**src/rtl/vect_accum_wb.sv**
```systemverilog
// Vector accumulate/writeback stage: per-lane saturating tap accumulation, shift-and-clip scaling, valid/ready output.
// Optional feature: define VACC_ROUND_EN for round-half-up before the output shift (default: truncation toward -inf).
module vect_accum_wb #(
  parameter int N      = 8,
  parameter int M      = 4,
  parameter int ACC_W  = 16,
  parameter int TAPS_W = 6
) (
  input  logic                  clk,
  input  logic                  rst_n,
  input  logic                  start,
  input  logic                  clear,
  input  logic [TAPS_W-1:0]     tap_count,
  input  logic [3:0]            shamt,
  input  logic                  in_valid,
  output logic                  in_ready,
  input  logic [M-1:0][N-1:0]   alu_result,
  output logic                  out_valid,
  input  logic                  out_ready,
  output logic [M-1:0][N-1:0]   out_data,
  output logic [M-1:0]          sat_flags
);

  localparam logic [1:0] S_IDLE  = 2'd0;
  localparam logic [1:0] S_ACCUM = 2'd1;
  localparam logic [1:0] S_OUT   = 2'd2;

  localparam logic [ACC_W-1:0] ACC_MAX = {1'b0, {(ACC_W-1){1'b1}}};
  localparam logic [ACC_W-1:0] ACC_MIN = {1'b1, {(ACC_W-1){1'b0}}};
  localparam logic [N-1:0]     OUT_MAX = {1'b0, {(N-1){1'b1}}};
  localparam logic [N-1:0]     OUT_MIN = {1'b1, {(N-1){1'b0}}};

`ifdef VACC_ROUND_EN
  // Wide enough that adding the largest rounding constant can never wrap.
  localparam int RND_W = ACC_W + 17;
`endif

  // Returns {overflowed, saturated sum} of two ACC_W-bit signed values.
  function automatic logic [ACC_W:0] sat_add(input logic [ACC_W-1:0] a,
                                             input logic [ACC_W-1:0] b);
    logic [ACC_W:0] s;
    s = {a[ACC_W-1], a} + {b[ACC_W-1], b};
    if (s[ACC_W] != s[ACC_W-1]) return {1'b1, (s[ACC_W] ? ACC_MIN : ACC_MAX)};
    return {1'b0, s[ACC_W-1:0]};
  endfunction

  // Returns {clipped, N-bit result} of the optional rounding, arithmetic shift and signed clip.
  function automatic logic [N:0] scale(input logic [ACC_W-1:0] acc,
                                       input logic [3:0]       sh);
    logic [ACC_W-1:0] a;
    logic [ACC_W-1:0] s;
`ifdef VACC_ROUND_EN
    logic [RND_W-1:0] wide;
`endif
    a = acc;
`ifdef VACC_ROUND_EN
    if (sh != 4'd0) begin
      wide = {{(RND_W-ACC_W){acc[ACC_W-1]}}, acc} + (RND_W'(1) << (sh - 4'd1));
      // The rounding constant is positive, so only the upper limit can be hit.
      if (!wide[RND_W-1] && (|wide[RND_W-2:ACC_W-1])) a = ACC_MAX;
      else a = wide[ACC_W-1:0];
    end
`endif
    s = $signed(a) >>> sh;
    if ((s[ACC_W-1:N-1] == '0) || (s[ACC_W-1:N-1] == '1)) return {1'b0, s[N-1:0]};
    return {1'b1, (s[ACC_W-1] ? OUT_MIN : OUT_MAX)};
  endfunction

  logic [1:0]                 state_q, state_d;
  logic [TAPS_W-1:0]          taps_q, taps_d;
  logic [TAPS_W-1:0]          cnt_q, cnt_d;
  logic [3:0]                 shamt_q, shamt_d;
  logic [M-1:0][ACC_W-1:0]    acc_q, acc_d;
  logic [M-1:0]               ovf_q, ovf_d;
  logic [M-1:0][N-1:0]        out_data_q, out_data_d;
  logic [M-1:0]               sat_q, sat_d;
  logic                       out_valid_q, out_valid_d;
  logic                       go_out;
  logic [ACC_W:0]             add_res;
  logic [N:0]                 scl_res;

  always_comb begin
    // NOTE: every signal written here gets a default first, so no path leaves one unassigned and no latch is inferred.
    state_d     = state_q;
    taps_d      = taps_q;
    cnt_d       = cnt_q;
    shamt_d     = shamt_q;
    acc_d       = acc_q;
    ovf_d       = ovf_q;
    out_data_d  = out_data_q;
    sat_d       = sat_q;
    out_valid_d = out_valid_q;
    go_out      = 1'b0;
    add_res     = '0;
    scl_res     = '0;

    case (state_q)
      S_IDLE: begin
        if (start) begin
          taps_d  = tap_count;
          shamt_d = shamt;
          cnt_d   = '0;
          acc_d   = '0;
          ovf_d   = '0;
          if (tap_count == '0) go_out = 1'b1;
          else state_d = S_ACCUM;
        end
      end
      S_ACCUM: begin
        if (in_valid) begin
          for (int i = 0; i < M; i++) begin
            add_res  = sat_add(acc_q[i], {{(ACC_W-N){alu_result[i][N-1]}}, alu_result[i]});
            acc_d[i] = add_res[ACC_W-1:0];
            ovf_d[i] = ovf_q[i] | add_res[ACC_W];
          end
          cnt_d = cnt_q + 1'b1;
          if (cnt_q == taps_q - 1'b1) go_out = 1'b1;
        end
      end
      S_OUT: begin
        if (out_ready) begin
          state_d     = S_IDLE;
          out_valid_d = 1'b0;
        end
      end
      default: state_d = S_IDLE;
    endcase

    // Scale from the post-beat accumulator so the result is ready the cycle after the last beat.
    if (go_out) begin
      for (int i = 0; i < M; i++) begin
        scl_res       = scale(acc_d[i], shamt_d);
        out_data_d[i] = scl_res[N-1:0];
        sat_d[i]      = scl_res[N] | ovf_d[i];
      end
      out_valid_d = 1'b1;
      state_d     = S_OUT;
    end

    if (clear) begin
      state_d     = S_IDLE;
      cnt_d       = '0;
      acc_d       = '0;
      ovf_d       = '0;
      sat_d       = '0;
      out_valid_d = 1'b0;
    end
  end

  // NOTE: the accumulators are plain flops, not a RAM, so they take the async reset like the rest of the state.
  always_ff @(posedge clk or negedge rst_n) begin
    if (!rst_n) begin
      state_q     <= S_IDLE;
      taps_q      <= '0;
      cnt_q       <= '0;
      shamt_q     <= '0;
      acc_q       <= '0;
      ovf_q       <= '0;
      out_data_q  <= '0;
      sat_q       <= '0;
      out_valid_q <= 1'b0;
    end else begin
      // NOTE: non-blocking updates so every flop samples the pre-edge values of the others.
      state_q     <= state_d;
      taps_q      <= taps_d;
      cnt_q       <= cnt_d;
      shamt_q     <= shamt_d;
      acc_q       <= acc_d;
      ovf_q       <= ovf_d;
      out_data_q  <= out_data_d;
      sat_q       <= sat_d;
      out_valid_q <= out_valid_d;
    end
  end

  assign in_ready  = (state_q == S_ACCUM);
  assign out_valid = out_valid_q;
  assign out_data  = out_data_q;
  assign sat_flags = sat_q;

endmodule

```
**config.mk**
```make
export PLATFORM = sky130hd
export DESIGN_NAME = vect_accum_wb
export DESIGN_NICKNAME = d
export VERILOG_FILES = /design/src/rtl/vect_accum_wb.sv
export SDC_FILE = /design/constraint.sdc
export NUM_CORES = 1
export LEC_CHECK = 0
export BUFFER_PORTS_ARGS = -buffer_cell sky130_fd_sc_hd__buf_2
export CAP_MARGIN = 40
export CORE_ASPECT_RATIO = 1.75
export CORE_MARGIN = 2
export CORE_UTILIZATION = 57
export CTS_CLUSTER_DIAMETER = 120
export CTS_CLUSTER_SIZE = 16
export DETAILED_ROUTE_END_ITERATION = 16
export HOLD_SLACK_MARGIN = 0.05
export PLACE_DENSITY = 0.87
export SETUP_SLACK_MARGIN = 0.3
export SLEW_MARGIN = 20
export SYNTH_ARGS = -nofsm -noshare
export SYNTH_HDL_FRONTEND = slang
export SYNTH_SLANG_ARGS = --single-unit
```
**constraint.sdc**
```tcl
create_clock -name clk -period 4.95 [get_ports clk]
set_input_delay 1.2375 -clock clk [delete_from_list [all_inputs] [get_ports clk]]
set_output_delay 1.2375 -clock clk [all_outputs]
set_load 0.05 [all_outputs]
```
==> reports/qor.txt, run 1 <==
Fail Step: global routing
FF+latch count, synth: 123
tool error: [ERROR GRT-0116] Global routing finished with congestion. Check the congestion regions in the DRC Viewer.
top cell type by total area after synthesis: dfrtp_1
hold_buf cts: 0
Placed Cells: 2,286
Die W: 117 um
H-tree depth: 4
largest net degree at the start of global routing: 75
All-Layer GR Usage: 59.4%
share of flip-flops with an asynchronous set or reset: 100%
post-synthesis mux area share: 3.55%
total CTS buffers: 17
Post-Synthesis Mean Instance Area: 7.97 sq um
status: did not finish
Die Y: 203 um
global route total overflow: 4
Synth Flop Type: dfrtp_1
GPL Wtd Cong: 1.09
Max Root-Sink Buffers: 2
YS warnings: 0
simple-gate portion of the synthesized area: 21.5%
Compound-Gate Fraction of Synth Area: 35.3%
Synth area leaders: dfrtp_1, ha_1, a21oi_1, nor2_1, o21ai_0
mapped cell area: 0.0128 sq mm
DP Worst Slack: -1230 ps
CTS root buf: clkbuf_16
first-pass GRT wire length: 110 mm
EDFF count, synth: 0
Synth top cells by count: nor2_1, nand2_1, a21oi_1
register area share after synthesis: 24.0%
xor/xnor share of the synthesized area: 2.04%
Gate Count Post-Synth: 1,611
most common cell in the netlist: nor2_1
CTS Sinks: 123
Buffers on Ports: 85
initial core utilization: 58.2%
# IOs: 86
vias in the first global route: 19,600
dpl hpwl: 37.3 mm
Net Count, Synth: 1,737
area share of the largest cell type after synthesis: 24.0%
largest family of logic cells by synthesized area: compound AO/OA/AOI/OAI gates
row cnt: 72
Adder-Cell Fraction of Synth Area: 7.84%
Yosys cell types: 114
## what timing repair did
action,CTS
endpoints found under the setup margin,32
setup buffers,23
resized for setup,87
pin swaps,64
## cell families after synthesis
family	after synthesis
XOR/XNOR	29
AO/OA/AOI/OAI	640
flip-flops	123
multiplexers	43
buffers and inverters	121
adder cells (fa/ha/maj)	78
AND/OR/NAND/NOR	577
## metal layers
layer / GRT usage (%) / GRT overflow
met4: 60.7 / 3
met5: 6.25 / 0
met2: 81.4 / 1
met3: 39.2 / 0
met1: 57.3 / 0
## per-stage QoR
stage | TNS (ps) | util, % | instance area, sq um
3_3_place_gp | -22760 | 74.2 | 16400
3_5_place_dp | -27740 | 74.2 | 16400
4_1_cts | -8050 | 79.7 | 17600
2_1_floorplan | -10380 | - | 13200
==> run 2: changes to the inputs <==
CORE_ASPECT_RATIO = not set   (was 1.75)
CORE_UTILIZATION = 40   (was 57)
CTS_CLUSTER_DIAMETER = not set   (was 120)
CTS_CLUSTER_SIZE = not set   (was 16)
HOLD_SLACK_MARGIN = not set   (was 0.05)
PLACE_DENSITY = not set   (was 0.87)
PLACE_DENSITY_LB_ADDON = 0.15   (was not set)
SETUP_SLACK_MARGIN = not set   (was 0.3)
clock period = 6.45 ns   (was 4.95 ns; I/O delays follow)
==> run 2 against run 1 <==
  * The flow now finishes without violations
  * Synthesized cell count unchanged
  * Area after synthesis unchanged
==> reports/qor.txt, run 2 <==
max reg flops: 64
Critical Path End Type: flop
Final #Nets: 1,918
initial core utilization: 40.7%
worst min path class: reg2reg
Post-DRT Antenna Nets: 0
Die Footprint: 0.0335 sq mm
Buffers on Ports: 85
Final setup viols: 0
Core ar.: 0.0316 sq mm
Slew Viols, Final: 0
Startpoint Class: input port
Peak supply drop: 0.190 mV
EDFF count, synth: 0
Max Root-Sink Buffers: 2
CTS Sinks: 123
most common cell in the netlist: nor2_1
power consumption: 0.00443 W
CP endpoint: out_data[16]$_DFFE_PN0P_
Worst path slowest cell: a211oi_2
Top reg by flops: acc_q
period utilization: 95.2%
Max Cap Violations: 0
CP peak stage delay: 430 ps
combinational power share: 53.7%
Clock Skew: 10.4 ps
top cell type by total area after synthesis: dfrtp_1
crit-path cells: buf_2 > ha_1 > fa_1 > a211oi_1 > nor2_1 > o221a_2 > o21a_1 > or3_1 > ha_1 > buf_4 > nor3b_1 > a311o_1 > a211oi_1 > buf_4 > a221oi_1 > a31oi_1 > a211oi_2 > nand2_1 > o41ai_4 > buf_4 > o32ai_1
GR peak layer: met2
total CTS buffers: 17
FF+latch count, synth: 123
CTS root buf: clkbuf_16
Reg2Reg Launch Point: acc_q[32]$_DFF_PN0_
Wirelength per Cell: 20.0 um
R2R Setup Slk: 1190 ps
Gate Count Post-Synth: 1,611
unrepaired setup endpoints after global routing: no
met2 Usage GRT: 44.0%
share of flip-flops with an asynchronous set or reset: 100%
register area share after synthesis: 24.0%
Pint: 0.00238 W
status: finished clean
power density over the cells: 292 mW/mm^2
dpl hpwl: 33.3 mm
simple-gate portion of the synthesized area: 21.5%
reg-to-reg endpoint: out_data[16]$_DFFE_PN0P_
critical path startpoint: alu_result[16]
Net Switching: 0.00205 W
Max Freq: 163 MHz
# IOs: 86
Switching Share: 46.3%
Final Critical Period: 6140 ps
clk slew on worst S/H paths: 60 ps
leakage: 6.78 nW
Max FO, Critical Path: 15
mapped cell area: 0.0128 sq mm
Net Count, Synth: 1,737
relative slew slack: 47.6%
drt first pass iters: 6
grt met3 use: 2.62%
sequential share of power: 23.2%
row cnt: 65
Compound-Gate Fraction of Synth Area: 35.3%
vias in the first global route: 12,900
most frequent cells in the layout: nor2_1, buf_4, nand2_1, a21oi_1, o21ai_0
total wire length: 44.1 mm
post-route cell area: 0.0152 sq mm
area of the multi-input gates: 0.00910 sq mm
Clock power frac: 23.1%
Placed Area: 0.0145 sq mm
Via density: 6.09
worst hold slack: 505 ps
share of layout cells above drive strength 1: 21.1%
Synth area leaders: dfrtp_1, ha_1, a21oi_1, nor2_1, o21ai_0
Filler Cell Count: 3,201
Die W: 183 um
DRT iter0 DRCs: 1,272
YS warnings: 0
worst-margin pin slew: 776 ps
H-tree depth: 4
largest net degree at the start of global routing: 65
Adder-Cell Fraction of Synth Area: 7.84%
post-synthesis mux area share: 3.55%
critical path class: in2reg
largest family of logic cells by synthesized area: compound AO/OA/AOI/OAI gates
area delta synth->final: 18.2%
met1 Usage GRT: 35.8%
Diodes inserted: 0
final hold violations: 0
global route total overflow: 0
CTS tree: built
Yosys cell types: 114
Synth top cells by count: nor2_1, nand2_1, a21oi_1
Vias: 13,500
Synth Flop Type: dfrtp_1
DRC violations left: 0
arrival time at the worst endpoint: 6440 ps
initial antenna violation count: 0
sequential cell area: 0.00308 sq mm
CP required: 6740 ps
most common cell after layout, fill and taps aside: nor2_1
Reg2Reg Depth: 20
All-Layer GR Usage: 26.3%
Die Y: 183 um
Post-Synthesis Mean Instance Area: 7.97 sq um
GPL Wtd Cong: 0.904
xor/xnor share of the synthesized area: 2.04%
Skew-Pair Late Insertion Delay: 430 ps
area share of the largest cell type after synthesis: 24.0%
CP most frequent cell: buf_4
first-pass GRT wire length: 70.3 mm
## run 2: area by class of cell
class / instances / share of cell area, %
Clock buffer: 18 / 2.89
Clock inverter: 14 / 1.13
Inverter: 21 / 0.519
Multi-Input combinational cell: 1367 / 60.0
Sequential cell: 123 / 20.3
Tap cell: 402 / 3.31
Timing Repair Buffer: 262 / 11.9
## run 2: repair_timing
action,CTS,global route
setup endpoints to repair,0,24
hold buffers,0,0
endpoints found under the hold margin,0,0
resized for setup,0,10
setup buffers,0,0
## run 2: per-layer routing
metal	vias to the layer above	share of wire (%)
li1	6503	-
met3	53	4.5
met4	0	2.5
met2	410	48
met1	6484	45
met5	-	0
## run 2: kinds of logic (layout without fill, tap and decap cells)
logic type / after synthesis / in the layout
AOI/OAI and AO/OA: 640 / 640
and+or+nand+nor: 577 / 577
DFF: 123 / 123
buffers and inverters: 121 / 315
adders and majority gates: 78 / 78
muxes: 43 / 43
xor gates and xnor gates: 29 / 29
## run 2: worst max-delay path, delay by kind of cell
| kind | cells | cell delay, ps |
|---|---|---|
| buffers and inverters | 4 | 710 |
| adders and majority gates | 3 | 930 |
| and+or+nand+nor | 4 | 830 |
| AOI/OAI and AO/OA | 10 | 2330 |
## run 2: worst min-delay path by stage
stage | end | cells after the start | start | slack [ps]
after floorplan | taps_q[5]$_DFFE_PN0P_ | 2 | taps_q[5]$_DFFE_PN0P_ | 470
after global placement | out_data[30]$_DFFE_PN0P_ | 1 | out_data[30]$_DFFE_PN0P_ | 490
after detailed placement | out_data[28]$_DFFE_PN0P_ | 1 | out_data[28]$_DFFE_PN0P_ | 500
after CTS | out_data[28]$_DFFE_PN0P_ | 1 | out_data[28]$_DFFE_PN0P_ | 510
after global routing | out_data[30]$_DFFE_PN0P_ | 1 | out_data[30]$_DFFE_PN0P_ | 520
final | out_data[28]$_DFFE_PN0P_ | 1 | out_data[28]$_DFFE_PN0P_ | 500
## run 2: per-stage QoR
step           util [%]  worst slack [ps]  cells  setup TNS [ps]
2_1_floorplan         -              13.1   1611               0
3_3_place_gp       45.8             -92.6   2171            -887
3_5_place_dp       45.9              -286   2173           -3070
4_1_cts            47.8               124   2205               0
5_1_grt            48.1              25.0   2207               0
6_report           48.1               308   2207               0
## run 2: power groups by stage
stage          clock, W  combinational [W]  sequential [W]
4_1_cts         0.00103            0.00235         0.00103
2_1_floorplan         0            0.00132         0.00132
3_5_place_dp          0            0.00233         0.00104
5_1_grt         0.00107            0.00257         0.00104
6_report        0.00102            0.00238         0.00103
3_3_place_gp          0            0.00232         0.00104
No activity file was read; power rests on OpenSTA's default activity.
==> run 3: changes to the inputs <==
clock period = 6.5 ns   (was 6.45 ns; I/O delays follow)
==> run 3 against run 2 <==
  * Sequential power hardly changed
  * Die area stayed put
  * Combinational power is 2% lower
  * Flip-flop and latch count stayed put
  * Clock skew is 3.7 ps higher
  * Cell count is 0.91% lower
  * Largest power group unchanged
==> reports/qor.txt, run 3 (synthesis results as in run 2) <==
leakage: 6.70 nW
Final setup viols: 0
Die Y: 183 um
total CTS buffers: 17
initial core utilization: 40.7%
DRT iter0 DRCs: 1,010
Die W: 183 um
Post-DRT Antenna Nets: 0
GR peak layer: met2
DP Worst Slack: -252 ps
post-CTS setup buffer count: 0
clk slew on worst S/H paths: 60 ps
row cnt: 65
most frequent cells in the layout: nor2_1, nand2_1, buf_4, a21oi_1, o21ai_0
arrival time at the worst endpoint: 6550 ps
Skew-Pair Late Insertion Delay: 430 ps
Final Critical Period: 6190 ps
most common cell after layout, fill and taps aside: nor2_1
Critical Path End Type: flop
CTS Sinks: 123
final cell count without fillers: 2,187
Placed Area: 0.0143 sq mm
DRC violations left: 0
Startpoint Class: input port
CTS root buf: clkbuf_16
CP required: 6860 ps
Diodes inserted: 0
Core ar.: 0.0316 sq mm
largest net degree at the start of global routing: 80
Peak supply drop: 0.173 mV
Max Root-Sink Buffers: 2
Top reg by flops: acc_q
critical path startpoint: alu_result[7]
met2 Usage GRT: 42.1%
Max Freq: 161 MHz
sequential cell area: 0.00308 sq mm
initial antenna violation count: 0
Reg2Reg Depth: 22
global route total overflow: 0
All-Layer GR Usage: 26.0%
Vias: 13,400
R2R Setup Slk: 1210 ps
Via density: 6.11
critical path class: in2reg
Max Cap Violations: 0
GPL Wtd Cong: 0.882
total wire length: 43.7 mm
area of the multi-input gates: 0.00912 sq mm
Reg2Reg Launch Point: acc_q[52]$_DFF_PN0_
area delta synth->final: 17.2%
first-pass GRT wire length: 69.4 mm
Clock Skew: 14.1 ps
Die Footprint: 0.0335 sq mm
status: finished clean
final hold violations: 0
Wirelength per Cell: 20.0 um
Fin Setup TNS: 0 ps
period utilization: 95.3%
CP endpoint: out_data[3]$_DFFE_PN0P_
drt first pass iters: 6
power density over the cells: 291 mW/mm^2
worst-margin pin slew: 845 ps
PnR worst setup slack: 308 ps
dpl hpwl: 32.4 mm
reg-to-reg endpoint: out_data[27]$_DFFE_PN0P_
Final #Nets: 1,898
Buffers on Ports: 85
share of layout cells above drive strength 1: 20.5%
Slew Viols, Final: 0
Core Util, Final: 47.7%
max reg flops: 64
H-tree depth: 4
Filler Cell Count: 3,167
Max FO, Critical Path: 7
# IOs: 86
vias in the first global route: 12,600
post-route cell area: 0.0150 sq mm
met1 Usage GRT: 35.6%
grt met3 use: 3.02%
worst min path class: reg2reg
relative slew slack: 43.6%
CTS tree: built
Placed Cells: 2,154
==> run 3: cell types whose count changed in the layout (fill, tap and decap cells not counted), sizes merged <==
cell,before,now
clkinvlp,6,3
inv,21,20
buf,261,242
clkinv,5,8
==> run 3: how the worst min path moves through the flow <==
stage / cells past startpoint / startpoint / to
CTS: 2 / taps_q[5]$_DFFE_PN0P_ / taps_q[5]$_DFFE_PN0P_
global route: 1 / out_data[25]$_DFFE_PN0P_ / out_data[25]$_DFFE_PN0P_
floorplan: 2 / taps_q[5]$_DFFE_PN0P_ / taps_q[5]$_DFFE_PN0P_
finish: 2 / taps_q[5]$_DFFE_PN0P_ / taps_q[5]$_DFFE_PN0P_
global placement: 2 / taps_q[5]$_DFFE_PN0P_ / taps_q[5]$_DFFE_PN0P_
detailed placement: 2 / taps_q[5]$_DFFE_PN0P_ / taps_q[5]$_DFFE_PN0P_
==> run 3: cell type report <==
type | instances | share of cell area (%)
repair buffers | 242 | 11.0
clock buffers | 19 | 2.94
clock inverters | 13 | 1.13
inverters | 21 | 0.524
flip-flops and latches | 123 | 20.5
multi-input cells | 1367 | 60.6
well taps | 402 | 3.34
==> run 3: power by group <==
group          leakage [nW]  switching, W  internal (W)
Clock                 0.289      0.000399      0.000616
Combinational          4.78       0.00151      0.000829
Sequential             1.63      0.000115      0.000902
Total                  6.70       0.00203       0.00235
==> run 3: stage by stage <==
step,hold WS (ps),power (W)
5_1_grt,533,0.00463
2_1_floorplan,465,0.00262
4_1_cts,503,0.00435
3_5_place_dp,487,0.00333
6_report,498,0.00437
3_3_place_gp,488,0.00332
==> run 3: what timing repair did <==
item                                    in CTS  in global routing
resized for setup                            0                 14
hold buffers                                 0                  0
endpoints found under the setup margin       0                 20
==> run 3: critical path, stage by stage <==
cell and delay [ps]:
buf_2 140, ha_1 340, a21o_4 230, a221o_1 370, a21o_4 200, a21o_2 200, a21oi_1 140, nor2b_1 50
o21ai_0 150, nand2b_1 110, xnor2_2 150, ha_1 300, nand4bb_4 240, or4_4 570, nand3_2 100, nor2_1 50
o21ai_1 150, buf_4 140, o22ai_1 130, a311oi_4 350, a2111oi_4 120, a2111oi_4 390, buf_4 210, a221o_1 120
==> run 3: per-layer routing <==
metal	up-vias	part of all wire, %
met3	71	4.2
met2	364	46
met4	0	3.2
met5	-	0
li1	6486	-
met1	6438	46
